--- src/rtl/arp_cache_pkg.sv ---
// Shared types and helpers for the N-way IPv4 -> MAC ARP cache.
package arp_cache_pkg;

  localparam int          ENTRY_AGE_W = 8;
  localparam logic [31:0] IP_ZERO     = 32'h0000_0000;

  typedef struct packed {
    logic                   valid;
    logic [31:0]            ip;
    logic [47:0]            mac;
    logic [ENTRY_AGE_W-1:0] age;
  } arp_entry_t;

  typedef enum logic [2:0] {
    LK_IDLE   = 3'd0,
    LK_SEARCH = 3'd1,
    LK_REQ    = 3'd2,
    LK_SENT   = 3'd3,
    LK_WAIT   = 3'd4,
    LK_DONE   = 3'd5
  } lookup_state_e;

  function automatic logic [ENTRY_AGE_W-1:0] age_bump(input logic [ENTRY_AGE_W-1:0] age,
                                                      input logic [ENTRY_AGE_W-1:0] age_max);
    return (age >= age_max) ? age : age + 1'b1;
  endfunction

endpackage

--- src/rtl/arp_entry_table.sv ---
// Entry storage for the ARP cache: learn/replace, aging, flush and a parallel compare port.
module arp_entry_table
  import arp_cache_pkg::*;
#(
  parameter int ENTRIES   = 4,
  parameter int IDX_W     = $clog2(ENTRIES),
  parameter int AGE_W     = 8,
  parameter int AGE_LIMIT = 200
) (
  input  logic             aclk,
  input  logic             areset,
  input  logic             learn_valid,
  input  logic [31:0]      learn_ip,
  input  logic [47:0]      learn_mac,
  input  logic             flush,
  input  logic             tick,
  input  logic [31:0]      cmp_ip,
  output logic             cmp_hit,
  output logic [47:0]      cmp_mac,
  output logic [IDX_W:0]   entry_count
);

  localparam logic [ENTRY_AGE_W-1:0] AGE_MAX = ENTRY_AGE_W'((1 << AGE_W) - 1);
  localparam logic [ENTRY_AGE_W-1:0] AGE_LIM = ENTRY_AGE_W'(AGE_LIMIT);

  arp_entry_t             tbl_q [ENTRIES];
  logic [IDX_W-1:0]       cmp_idx;
  logic                   lrn_hit, free_hit, wr_en;
  logic [IDX_W-1:0]       lrn_idx, free_idx, old_idx, wr_idx;
  logic [ENTRY_AGE_W-1:0] old_age;
  logic [IDX_W:0]         cnt_next;

  // Descending scans leave the lowest matching index selected.
  always_comb begin
    cmp_hit  = 1'b0;
    cmp_idx  = '0;
    lrn_hit  = 1'b0;
    lrn_idx  = '0;
    free_hit = 1'b0;
    free_idx = '0;
    cnt_next = '0;
    for (int i = ENTRIES - 1; i >= 0; i--) begin
      if (tbl_q[i].valid && tbl_q[i].ip == cmp_ip) begin
        cmp_hit = 1'b1;
        cmp_idx = IDX_W'(i);
      end
      if (tbl_q[i].valid && tbl_q[i].ip == learn_ip) begin
        lrn_hit = 1'b1;
        lrn_idx = IDX_W'(i);
      end
      if (!tbl_q[i].valid) begin
        free_hit = 1'b1;
        free_idx = IDX_W'(i);
      end
      cnt_next = cnt_next + {{IDX_W{1'b0}}, tbl_q[i].valid};
    end
  end

  // Strict compare keeps the lowest index on equal ages.
  always_comb begin
    old_idx = '0;
    old_age = tbl_q[0].age;
    for (int i = 1; i < ENTRIES; i++) begin
      if (tbl_q[i].age > old_age) begin
        old_age = tbl_q[i].age;
        old_idx = IDX_W'(i);
      end
    end
  end

  assign cmp_mac = cmp_hit ? tbl_q[cmp_idx].mac : 48'h0;
  assign wr_en   = learn_valid && (learn_ip != IP_ZERO);
  assign wr_idx  = lrn_hit ? lrn_idx : (free_hit ? free_idx : old_idx);

  always_ff @(posedge aclk) begin
    if (areset) begin
      for (int i = 0; i < ENTRIES; i++) tbl_q[i] <= '0;
      entry_count <= '0;
    end else begin
      for (int i = 0; i < ENTRIES; i++) begin
        if (flush) begin
          tbl_q[i].valid <= 1'b0;
          tbl_q[i].age   <= '0;
        end else if (wr_en && wr_idx == IDX_W'(i)) begin
          tbl_q[i] <= '{valid: 1'b1, ip: learn_ip, mac: learn_mac, age: '0};
        end else if (tick && tbl_q[i].valid) begin
          tbl_q[i].age <= age_bump(tbl_q[i].age, AGE_MAX);
          if (age_bump(tbl_q[i].age, AGE_MAX) >= AGE_LIM) tbl_q[i].valid <= 1'b0;
        end
      end
      entry_count <= cnt_next;
    end
  end

endmodule

--- src/rtl/arp_cache_nway.sv ---
// N-entry ARP cache: lookup FSM, age prescaler and ARP request retry/timeout control.
//
//   state  | meaning
//   IDLE   | ready for a lookup request
//   SEARCH | compare latched IP against the table
//   REQ    | pulse arp_rq_start, count the attempt
//   SENT   | wait for the request frame to leave
//   WAIT   | wait for a matching reply or the reply timeout
//   DONE   | one-cycle result strobe
module arp_cache_nway
  import arp_cache_pkg::*;
#(
  parameter int  ENTRIES     = 4,
  parameter int  AGE_W       = 8,
  parameter int  AGE_LIMIT   = 200,
  parameter int  TICK_DIV    = 125000000,
  parameter int  REQ_TIMEOUT = 1250000,
  parameter int  REQ_RETRIES = 3,
  localparam int IDX_W       = $clog2(ENTRIES)
) (
  input  logic           aclk,
  input  logic           areset,
  input  logic           learn_valid,
  input  logic [31:0]    learn_ip,
  input  logic [47:0]    learn_mac,
  input  logic           flush,
  input  logic           lookup_valid,
  input  logic [31:0]    lookup_ip,
  output logic           lookup_ready,
  output logic           lookup_done,
  output logic           lookup_hit,
  output logic [47:0]    lookup_mac,
  output logic           arp_rq_start,
  output logic [31:0]    arp_rq_ip,
  input  logic           arp_rq_done,
  output logic [IDX_W:0] entry_count
);

  localparam int PRE_W = $clog2(TICK_DIV + 1);
  localparam int TMR_W = $clog2(REQ_TIMEOUT) + 1;
  localparam int RTY_W = $clog2(REQ_RETRIES + 1);

  localparam logic [PRE_W-1:0] PRE_LOAD = PRE_W'(TICK_DIV - 1);
  localparam logic [TMR_W-1:0] TMR_LOAD = TMR_W'(REQ_TIMEOUT - 1);
  localparam logic [RTY_W-1:0] RTY_MAX  = RTY_W'(REQ_RETRIES);

  localparam logic [2:0] IDLE   = LK_IDLE;
  localparam logic [2:0] SEARCH = LK_SEARCH;
  localparam logic [2:0] REQ    = LK_REQ;
  localparam logic [2:0] SENT   = LK_SENT;
  localparam logic [2:0] WAIT   = LK_WAIT;
  localparam logic [2:0] DONE   = LK_DONE;

  logic [2:0]       state_q;
  logic [31:0]      ip_q;
  logic [RTY_W-1:0] rty_q;
  logic [TMR_W-1:0] tmr_q;
  logic [PRE_W-1:0] pre_q;
  logic             hit_q;
  logic [47:0]      mac_q;
  logic             tick;
  logic             srch_hit;
  logic [47:0]      srch_mac;

  assign tick = (pre_q == '0);

  arp_entry_table #(
    .ENTRIES  (ENTRIES),
    .IDX_W    (IDX_W),
    .AGE_W    (AGE_W),
    .AGE_LIMIT(AGE_LIMIT)
  ) u_table (
    .aclk       (aclk),
    .areset     (areset),
    .learn_valid(learn_valid),
    .learn_ip   (learn_ip),
    .learn_mac  (learn_mac),
    .flush      (flush),
    .tick       (tick),
    .cmp_ip     (ip_q),
    .cmp_hit    (srch_hit),
    .cmp_mac    (srch_mac),
    .entry_count(entry_count)
  );

  always_ff @(posedge aclk) begin
    if (areset) begin
      state_q <= IDLE;
      ip_q    <= '0;
      rty_q   <= '0;
      tmr_q   <= '0;
      pre_q   <= PRE_LOAD;
      hit_q   <= 1'b0;
      mac_q   <= '0;
    end else begin
      pre_q <= tick ? PRE_LOAD : pre_q - 1'b1;
      case (state_q)
        IDLE: if (lookup_valid) begin
          ip_q    <= lookup_ip;
          rty_q   <= '0;
          state_q <= SEARCH;
        end
        SEARCH: if (srch_hit) begin
          hit_q   <= 1'b1;
          mac_q   <= srch_mac;
          state_q <= DONE;
        end else begin
          state_q <= REQ;
        end
        REQ: begin
          rty_q   <= rty_q + 1'b1;
          state_q <= SENT;
        end
        SENT: if (arp_rq_done) begin
          tmr_q   <= TMR_LOAD;
          state_q <= WAIT;
        end
        // A matching reply wins over an expiring timer in the same cycle.
        WAIT: if (learn_valid && learn_ip == ip_q) begin
          hit_q   <= 1'b1;
          mac_q   <= learn_mac;
          state_q <= DONE;
        end else if (tmr_q == '0) begin
          if (rty_q < RTY_MAX) begin
            state_q <= REQ;
          end else begin
            hit_q   <= 1'b0;
            mac_q   <= '0;
            state_q <= DONE;
          end
        end else begin
          tmr_q <= tmr_q - 1'b1;
        end
        DONE:    state_q <= IDLE;
        default: state_q <= IDLE;
      endcase
    end
  end

  assign lookup_ready = (state_q == IDLE) && !areset;
  assign lookup_done  = (state_q == DONE);
  assign lookup_hit   = hit_q;
  assign lookup_mac   = mac_q;
  assign arp_rq_start = (state_q == REQ);
  assign arp_rq_ip    = ip_q;

endmodule

--- config.mk ---
export PLATFORM = sky130hd
export DESIGN_NAME = arp_cache_nway
export DESIGN_NICKNAME = d
export VERILOG_FILES = /design/src/rtl/arp_cache_pkg.sv /design/src/rtl/arp_entry_table.sv /design/src/rtl/arp_cache_nway.sv
export SDC_FILE = /design/constraint.sdc
export NUM_CORES = 1
export LEC_CHECK = 0
export ABC_AREA = 1
export ABC_CLOCK_PERIOD_IN_PS = 16050
export BUFFER_PORTS_ARGS = -buffer_cell sky130_fd_sc_hd__buf_2
export CAP_MARGIN = 20
export CORE_UTILIZATION = 41
export DETAILED_ROUTE_END_ITERATION = 8
export SLEW_MARGIN = 20
export SYNTH_ARGS = -nofsm -noshare
export SYNTH_HDL_FRONTEND = slang
export SYNTH_SLANG_ARGS = --single-unit
export TNS_END_PERCENT = 5
--- constraint.sdc ---
create_clock -name aclk -period 16.05 [get_ports aclk]
set_input_delay 1.605 -clock aclk [delete_from_list [all_inputs] [get_ports aclk]]
set_output_delay 1.605 -clock aclk [all_outputs]
set_load 0.01 [all_outputs]
### Yosys cells after proc, flatten, opt, wreduce, memory -nomap -nowiden

Memories as Yosys holds them, arrays and structs flattened.
Cells that the tools add are included.
Widths: inputs -> output; s select.

| operators by class | value |
|---|---|
| reductions and logical operators | 34 |
| bitwise operators | 28 |
| magnitude comparators | 12 |
| eq/ne operators | 24 |
| muxes and demuxes | 151 |
| add/subtract/negate cells | 10 |

Operators with widths:

| operator | number |
|---|---|
| $mux 80 | 4 |
| $eq 32x32->1 | 9 |
| $mux 48 | 4 |
| $mux 8 | 18 |
| $pmux 48 s2 | 1 |
| $mux 1 | 94 |
| $mux 22 | 3 |
| $ge 8x8->1 const B | 8 |
| $pmux 22 s2 | 1 |
| $mux 2 | 17 |
| $add 8x1->8 const B | 4 |
| $reduce_bool 32->1 | 1 |
| $or 1x1->1 | 28 |
| $logic_not 27->1 | 1 |
| $sub 27x1->27 const B | 1 |
| $gt 8x8->1 | 3 |
| $logic_not 22->1 | 1 |
| $sub 22x1->22 const B | 1 |
| $logic_and 1x1->1 | 19 |
| $mux 3 | 6 |
| $pmux 3 s5 | 1 |
| $ne 2x2->1 const B | 5 |
| $reduce_and 4->1 | 2 |
| $add 3x1->3 | 2 |
| other kinds (18) | 25 |

| storage, ports and cells | value |
|---|---|
| memories kept | 1 |
| output and inout port bits | 87 |
| bits of input ports | 118 |
| register bits | 138 |
| word-level logic and storage cells | 268 |
| bits in writable memories | 356 |

Memories:

| memory | depth | width | rd ports | clocked after memory_dff | write ports | line | source |
|---|---|---|---|---|---|---|---|
| u_table.tbl_q | 4 | 89 | 5 | 0 | 4 | arp_entry_table.sv:26 | `arp_entry_t tbl_q [ENTRIES];` |

### Longest topological paths before layout

Gate-level depths: netlist of run 1.
An unclocked memory read counts as a cell.

| logic depth | value |
|---|---|
| depth after elaboration | 17 |
| gate-level depth with buffers | 37 |
| depth with buffers taken out | 34 |

### By module

Synthesis of run 1 repeated with hierarchy kept, for this count alone.

| second synthesis, totals | value |
|---|---|
| cell total of the unflattened synthesis | 3,975 |
| area total of the unflattened synthesis | 29,585.9 um^2 |

Modules (own cells, without submodules):

| module | seq. area each (um^2) | cells an instance | area an instance (um^2) | instances |
|---|---|---|---|---|
| arp_entry_table | 10,750.3 | 2,690 | 21,680.8 | 1 |
| arp_cache_nway | 2,702.6 | 1,285 | 7,905.1 | 1 |

### Worst setup path before layout of run 1

OpenSTA, ideal clock, no wires.

| timing path | value |
|---|---|
| path kind | register to register |
| start | memory u_table.tbl_q[1][2] (netlist name) |
| end | memory u_table.tbl_q[0][10] (netlist name), enable pin |
| stages on the path, launching flop included | 28 |
| library setup time | 629 ps |
| buffers on the path | 2 |
| arrival time | 9,698 ps |
| required time | 15,421 ps |
| clock period less this slack | 10,328 ps |
| slack | 5,722 ps |
| path through | edfxtp_1 ha_1 nand2_1 o21ai_0 nand2_1 a21boi_0 clkbuf_1 nand2_1 o21ai_0 ha_1 a21oi_1 o21ai_0 nand2_1 nand2_1 nand2_1 clkbuf_1 o21ai_0 ha_1 nand2_1 nor2_1 nand4_1 a21oi_1 nand2_1 nand2_1 nand3_4 nand2_2 nand3_1 o21ai_0 |

RTL lines:

| item | line |
|---|---|
| start: declaration | arp_entry_table.sv:26 |

==> impl_metrics.tcl, run 1 <==
set metrics [dict create \
    yosys.area_share.adder_pct 1.523 \
    max_slew_margin_pct 27.58 \
    pre_cts_ws_ns 8.797 \
    core-area_sq_um 70270 \
    cp_max_fo 64 \
    status "complete, no violations" \
    io_pins 205 \
    yosys.area.top_type "edfxtp_1" \
    drc 0 \
    ys_types 57 \
    routed-via-count 26360 \
    sequentialPowerShare_pct 44.7 \
    max_cap_viol_count 0 \
    tightest_slew_ns 1.086 \
    synth-simple-area-share_pct 32.58 \
    r2r-end "u_table.tbl_q[1][45]" \
    synth_warnings 0 \
    grt_pass1_vias 24050 \
    clk_path_buf_depth 3 \
    synth_seq_cells 494 \
    critPathArrivalTime_ns 7.48 \
    r2r_start "u_table.tbl_q[1][3]" \
    final-setup-viol-count 0 \
    power_density_nw_per_um2 104.5 \
    yosys-top-cells-area "edfxtp_1 37%, nand2_1 12%, dfxtp_1 9.4%" \
    syn_nets 4039 \
    grt_pass1_wl_mm 161.5 \
    ys_seq_area_share_pct 45.99 \
    startpoint "u_table.tbl_q[1][3]" \
    irDropWorstVdd_mv 0.08664 \
    rsz0062_at_grt "no" \
    min-delay-start "pre_q[0]" \
    max_freq_mhz 138.2 \
    finalNetCount 4152 \
    fin_worst_skew_ns 0.02251 \
    synth-xor-area-share_pct 3.623 \
    dr.first_iter.drc_count 2552 \
    crit_path_end_kind "register" \
    syn2layout_area_growth_pct 11.42 \
    cts.sinks 494 \
    ant_nets 0 \
    clk_latency_ns 0.64 \
    post_synth_instance_area_sq_um 29250 \
    power.internal_mw 2.355 \
    async_flop_share_pct 0 \
    clkTransAtPathRegs_ns 0.06 \
    hold_viol_final 0 \
    htreeDepth 2 \
    die_area_sq_um 72410 \
    fin_crit_sh_pct 45.08 \
    rows 97 \
    min_period_ns 7.236 \
    synth_top_family_by_area "simple AND/OR/NAND/NOR gates" \
    endpoint "u_table.tbl_q[1][45]" \
    synth_top_area_share_pct 36.55 \
    reg2reg_slack_ns 8.81 \
    p_leak_nw 14.96 \
    postCtsSetupRepairBufs 0 \
    overflow 0 \
    cp_data_required_time_ns 16.29 \
    placed_area_sq_um 30750 \
    grt_max_degree 84 \
    numPortBuffers 204 \
    p_sw_share_pct 30.85 \
    dp_hpwl_mm 81.11 \
    synthFlopType "edfxtp_1" \
    finalSetupTns_ns 0 \
    die_w_microns 269.1 \
    synth_compound_area_share_pct 5.493 \
    grt_util_all_layers_pct 30.76 \
    p_sw_mw 1.051 \
    cts_buffers 56 \
    wl_per_cell_microns 22.56 \
    reg2reg_depth 26 \
    setup_ws_ns 8.814 \
    synthMuxAreaShare_pct 0.06844 \
    synth_edf_count 356 \
    firstDrtPassIters 5 \
    syn_area_per_cell_sq_um 7.527 \
    min_path_type "reg -> reg" \
    viasPerCell 5.283 \
    start_util_pct 41.62 \
    p_clk_share_pct 38.1 \
    cts_resized 0 \
    final_cell_area_sq_um 32590 \
    cts-root-buf "clkbuf_16" \
    slew_violations 0 \
    critPathKind "reg -> reg" \
    cts_tree "yes" \
    wl_mm 112.6 \
    gp_congestion 1.036 \
    hold_buffers 0 \
    worstSetupStartpointType "register" \
    antenna_found_initial 3 \
    final_util_pct 46.38 \
    fp.dieH_microns 269.1 \
    power_frac_comb_pct 17.2 \
    drive_gt1_share_pct 11.37 \
    syn_inst 3886 \
]
-- placed cells by master, fill, tap and decap left out, types with 13 or more instances in the layout --
cell type	count
nand2_1	946
nor2_1	628
inv_1	538
edfxtp_1	356
nand3_1	314
buf_2	204
a21oi_1	146
dfxtp_1	138
o21ai_0	116
nand4_1	84
nor3_1	69
xor2_1	63
clkbuf_16	59
xnor2_1	58
nor3_2	51
inv_2	37
ha_1	34
buf_4	22
or2_2	20
clkbuf_1	18
nor2_2	13
-- worst min-delay path by stage --
stage | to | depth (start not counted)
after floorplan | pre_q[0] | 1
after global placement | pre_q[0] | 1
after detailed placement | pre_q[0] | 1
after CTS | pre_q[0] | 1
after global routing | pre_q[0] | 1
final | pre_q[0] | 1
-- stage by stage --
stage	hold WS (ns)	cells	power [mW]
finish	0.3922	4989	3.405
global route	0.4038	4987	3.531
CTS	0.3961	4987	3.412
detailed placement	0.3820	4881	2.121
global placement	0.3763	4880	2.123
floorplan	0.3663	3886	1.890
-- routing by layer --
metal | vias up | wire length, microns | track usage (%) | share of wire (%)
met2 | 1006 | 50660 | 48.37 | 45
met3 | 188 | 9089 | 5.689 | 8.1
met1 | 12510 | 48870 | 42.38 | 43
met5 | - | 11 | 0 | 0.0098
met4 | 2 | 3925 | 10.57 | 3.5
li1 | 12660 | - | - | -
-- state kept, by name (all words and copies together) (netlist names) --
name / count
arp_rq_ip: 32
lookup_hit: 1
lookup_mac: 48
pre_q: 27
rty_q: 2
state_q: 3
tmr_q: 22
u_table.entry_count: 3
u_table.tbl_q: 356
-- final cells by class --
class,count,area [sq um]
well taps,940,1176
clock buffers,84,1640
flip-flops and latches,494,13450
clock inverters,22,196.4
inverters,578,2176
repair buffers,227,1214
multi-input cells,2642,12730
diodes,2,5.005
fillers,7146,37680
-- power by group through the flow --
stage	logic [mW]	clock network, mW	registers [mW]
after global placement	0.578	0	1.54
after floorplan	0.360	0	1.53
final	0.586	1.30	1.52
after CTS	0.578	1.32	1.52
after detailed placement	0.576	0	1.54
after global routing	0.644	1.36	1.53
-- synthesized netlist by cell type, types with 58 or more instances --
cell type,n
xnor2_1,58
edfxtp_1,356
inv_1,538
nand4_1,84
nand2_1,948
o21ai_0,120
buf_2,77
dfxtp_1,138
nand3_1,315
xor2_1,63
nor2_1,628
nor3_1,69
a21oi_1,146
-- worst max-delay path, stage by stage (launching register included) --
cell and delay (ns):
edfxtp_1 0.48, ha_1 0.35, nand2_1 0.07, o21ai_0 0.15, nand2_1 0.06, a21boi_1 0.62
inv_1 0.23, o21ai_0 0.32, ha_1 0.31, a21oi_1 0.13, o21ai_0 0.09, nand2_1 0.06
nand2_1 0.04, nand2_1 0.35, o21ai_0 0.16, ha_1 0.30, nand2_1 0.07, nor2_1 0.15
nand4_1 0.15, nand2_1 0.11, nand3_1 0.08, nand2_1 0.10, nand3_1 0.11, nand2_4 0.13
nand4_4 0.51, o21ai_4 0.80, buf_4 0.84
-- cell families (layout without fill, tap and decap cells) --
group,after synthesis,count (layout)
AOI/OAI and AO/OA,305,305
xor gates and xnor gates,121,121
adders and majority gates,35,35
buffers and inverters,750,911
DFF,494,494
muxes,2,2
other,0,2
and+or+nand+nor,2179,2179
No activity file was read; power rests on OpenSTA's default activity.
==> run 2, diff against run 1 <==
--- a/config.mk
+++ b/config.mk
@@ -6,7 +6,7 @@
 export NUM_CORES = 1
 export LEC_CHECK = 0
 export ABC_AREA = 1
-export ABC_CLOCK_PERIOD_IN_PS = 16050
+export ABC_CLOCK_PERIOD_IN_PS = 6600
 export BUFFER_PORTS_ARGS = -buffer_cell sky130_fd_sc_hd__buf_2
 export CAP_MARGIN = 20
 export CORE_UTILIZATION = 41
==> constraint.sdc (replaced) <==
create_clock -name aclk -period 6.6 [get_ports aclk]
set_input_delay 0.66 -clock aclk [delete_from_list [all_inputs] [get_ports aclk]]
set_output_delay 0.66 -clock aclk [all_outputs]
set_load 0.01 [all_outputs]
==> run 2 against run 1 <==
  * Sequential share of layout area down 0.29 points
  * Routed wire length up 1.8%
  * Worst hold slack worse by 0.094 ns
  * Total power up 150%
  * Fmax up 25%
==> impl_metrics.tcl, run 2 (same netlist as run 1, synthesis figures left out) <==
set metrics [dict create \
    cp.depth 28 \
    cts_buffers 57 \
    path_common_cell "nand2_1" \
    status "complete, no violations" \
    critPathKind "reg -> reg" \
    core-area_sq_um 70270 \
    clk_latency_ns 0.65 \
    largest_reg_flops 356 \
    regMostFlops "u_table.tbl_q" \
    grt_max_degree 97 \
    dr.first_iter.drc_count 2702 \
    clk_path_buf_depth 3 \
    fp.dieH_microns 269.1 \
    critical-path-top-delay-family "compound AO/OA/AOI/OAI gates" \
    cpPeakStageDelay_ns 0.49 \
    ant_nets 0 \
    htreeDepth 2 \
    final_cell_area_sq_um 32820 \
    antenna_found_initial 7 \
    drc 0 \
    io_pins 205 \
    irDropWorstVdd_mv 0.2057 \
    viasPerCell 5.301 \
    grt_util_all_layers_pct 31.50 \
    r2r-end "u_table.tbl_q[2][42]" \
    critPathArrivalTime_ns 6.04 \
    slew_violations 0 \
    reg2reg_depth 28 \
    rsz0062_at_grt "no" \
    routed-via-count 26500 \
    busiest_layer "met2" \
    postCtsSetupRepairBufs 0 \
    fill_cells 7185 \
    finalSetupTns_ns 0 \
    fin_crit_sh_pct 87.57 \
    min_period_ns 5.779 \
    use_met2_pct 48.92 \
    worstSetupStartpointType "register" \
    fin_worst_skew_ns 0.03153 \
    cp_data_required_time_ns 6.86 \
    grt_use_met1_pct 45.25 \
    cts-root-buf "clkbuf_16" \
    drive_gt1_share_pct 11.78 \
    power_density_nw_per_um2 256.8 \
    die_area_sq_um 72410 \
    overflow 0 \
    wl_per_cell_microns 22.92 \
    grt_pass1_vias 24240 \
    clkTransAtPathRegs_ns 0.06 \
    grtUsageMet3_pct 4.531 \
    p_leak_nw 15.07 \
    finalNetCount 4161 \
    gp_congestion 1.065 \
    firstDrtPassIters 6 \
    multi_input_area_sq_um 12730 \
    min-delay-start "lookup_ip[21]" \
    cp_max_fo 80 \
    finalPower_mw 8.429 \
    numPortBuffers 204 \
    regArea_sq_um 13450 \
    start_util_pct 41.62 \
    grt_pass1_wl_mm 165.6 \
    tightest_slew_ns 1.123 \
    reg2reg_slack_ns 0.82 \
    whs_path_depth 3 \
    max_freq_mhz 173.0 \
    r2r_start "u_table.tbl_q[1][3]" \
    wl_mm 114.6 \
    cts_tree "yes" \
    final_cell_mix "946 x nand2_1, 628 x nor2_1, 538 x inv_1" \
    max_slew_margin_pct 25.15 \
    cts.sinks 494 \
    die_w_microns 269.1 \
    min_to "arp_rq_ip[21]" \
    slowest_stage "edfxtp_1" \
    final_common_cell "nand2_1" \
    crit_path_end_kind "register" \
    rows 97 \
    hold_buffers 0 \
    dp_hpwl_mm 82.88 \
    placed_area_sq_um 30900 \
    final-setup-viol-count 0 \
    syn2layout_area_growth_pct 12.22 \
    min_path_type "in -> reg" \
    worst-path-buf-inv 3 \
    hold_viol_final 0 \
    max_cap_viol_count 0 \
    cts_resized 0 \
]
run 2: worst max-delay path by stage:
stage,start,to,slack [ns]
2_1_floorplan,u_table.tbl_q[1][2],u_table.tbl_q[2][10],-0.01
3_3_place_gp,u_table.tbl_q[1][3],u_table.tbl_q[2][39],0.96
3_5_place_dp,u_table.tbl_q[1][3],u_table.tbl_q[2][40],0.85
4_1_cts,u_table.tbl_q[1][3],u_table.tbl_q[2][48],0.82
5_1_grt,u_table.tbl_q[1][3],u_table.tbl_q[2][39],0.25
6_report,u_table.tbl_q[1][3],u_table.tbl_q[2][42],0.82
run 2: metal layers:
| metal | vias up | wire length (microns) |
|---|---|---|
| li1 | 12660 | - |
| met1 | 12640 | 51430 |
| met2 | 1023 | 50930 |
| met3 | 164 | 8676 |
| met4 | 8 | 3469 |
| met5 | - | 49 |
run 2: stage by stage:
step	util, %	hold slack [ns]	std cells	setup slack [ns]
2_1_floorplan	-	0.3663	3886	-0.01424
3_3_place_gp	43.97	0.3772	4889	0.9637
3_5_place_dp	43.97	0.3781	4889	0.8504
4_1_cts	46.71	0.2796	4997	0.8214
5_1_grt	46.71	0.3117	4997	0.2502
6_report	46.71	0.2981	4998	0.8205
run 2: final cells by class:
type | instances | area share [%]
clock inverter | 36 | 1.098
sequential | 494 | 40.99
antenna | 1 | 0.007624
timing repair buffer | 235 | 4.163
tap | 940 | 3.583
multi-input combinational | 2642 | 38.78
inverter | 578 | 6.629
clock buffer | 72 | 4.750
run 2: power breakdown:
part	internal, mW	leakage, nW	switching [mW]
combinational	0.431	9.25	1.03
sequential	3.51	4.89	0.188
clock	1.88	0.937	1.40
total	5.81	15.1	2.61
run 2: worst min-delay path, cell delays in order:
cell and delay, ns:
buf_2 0.07, o21ai_0 0.07, a21oi_1 0.10
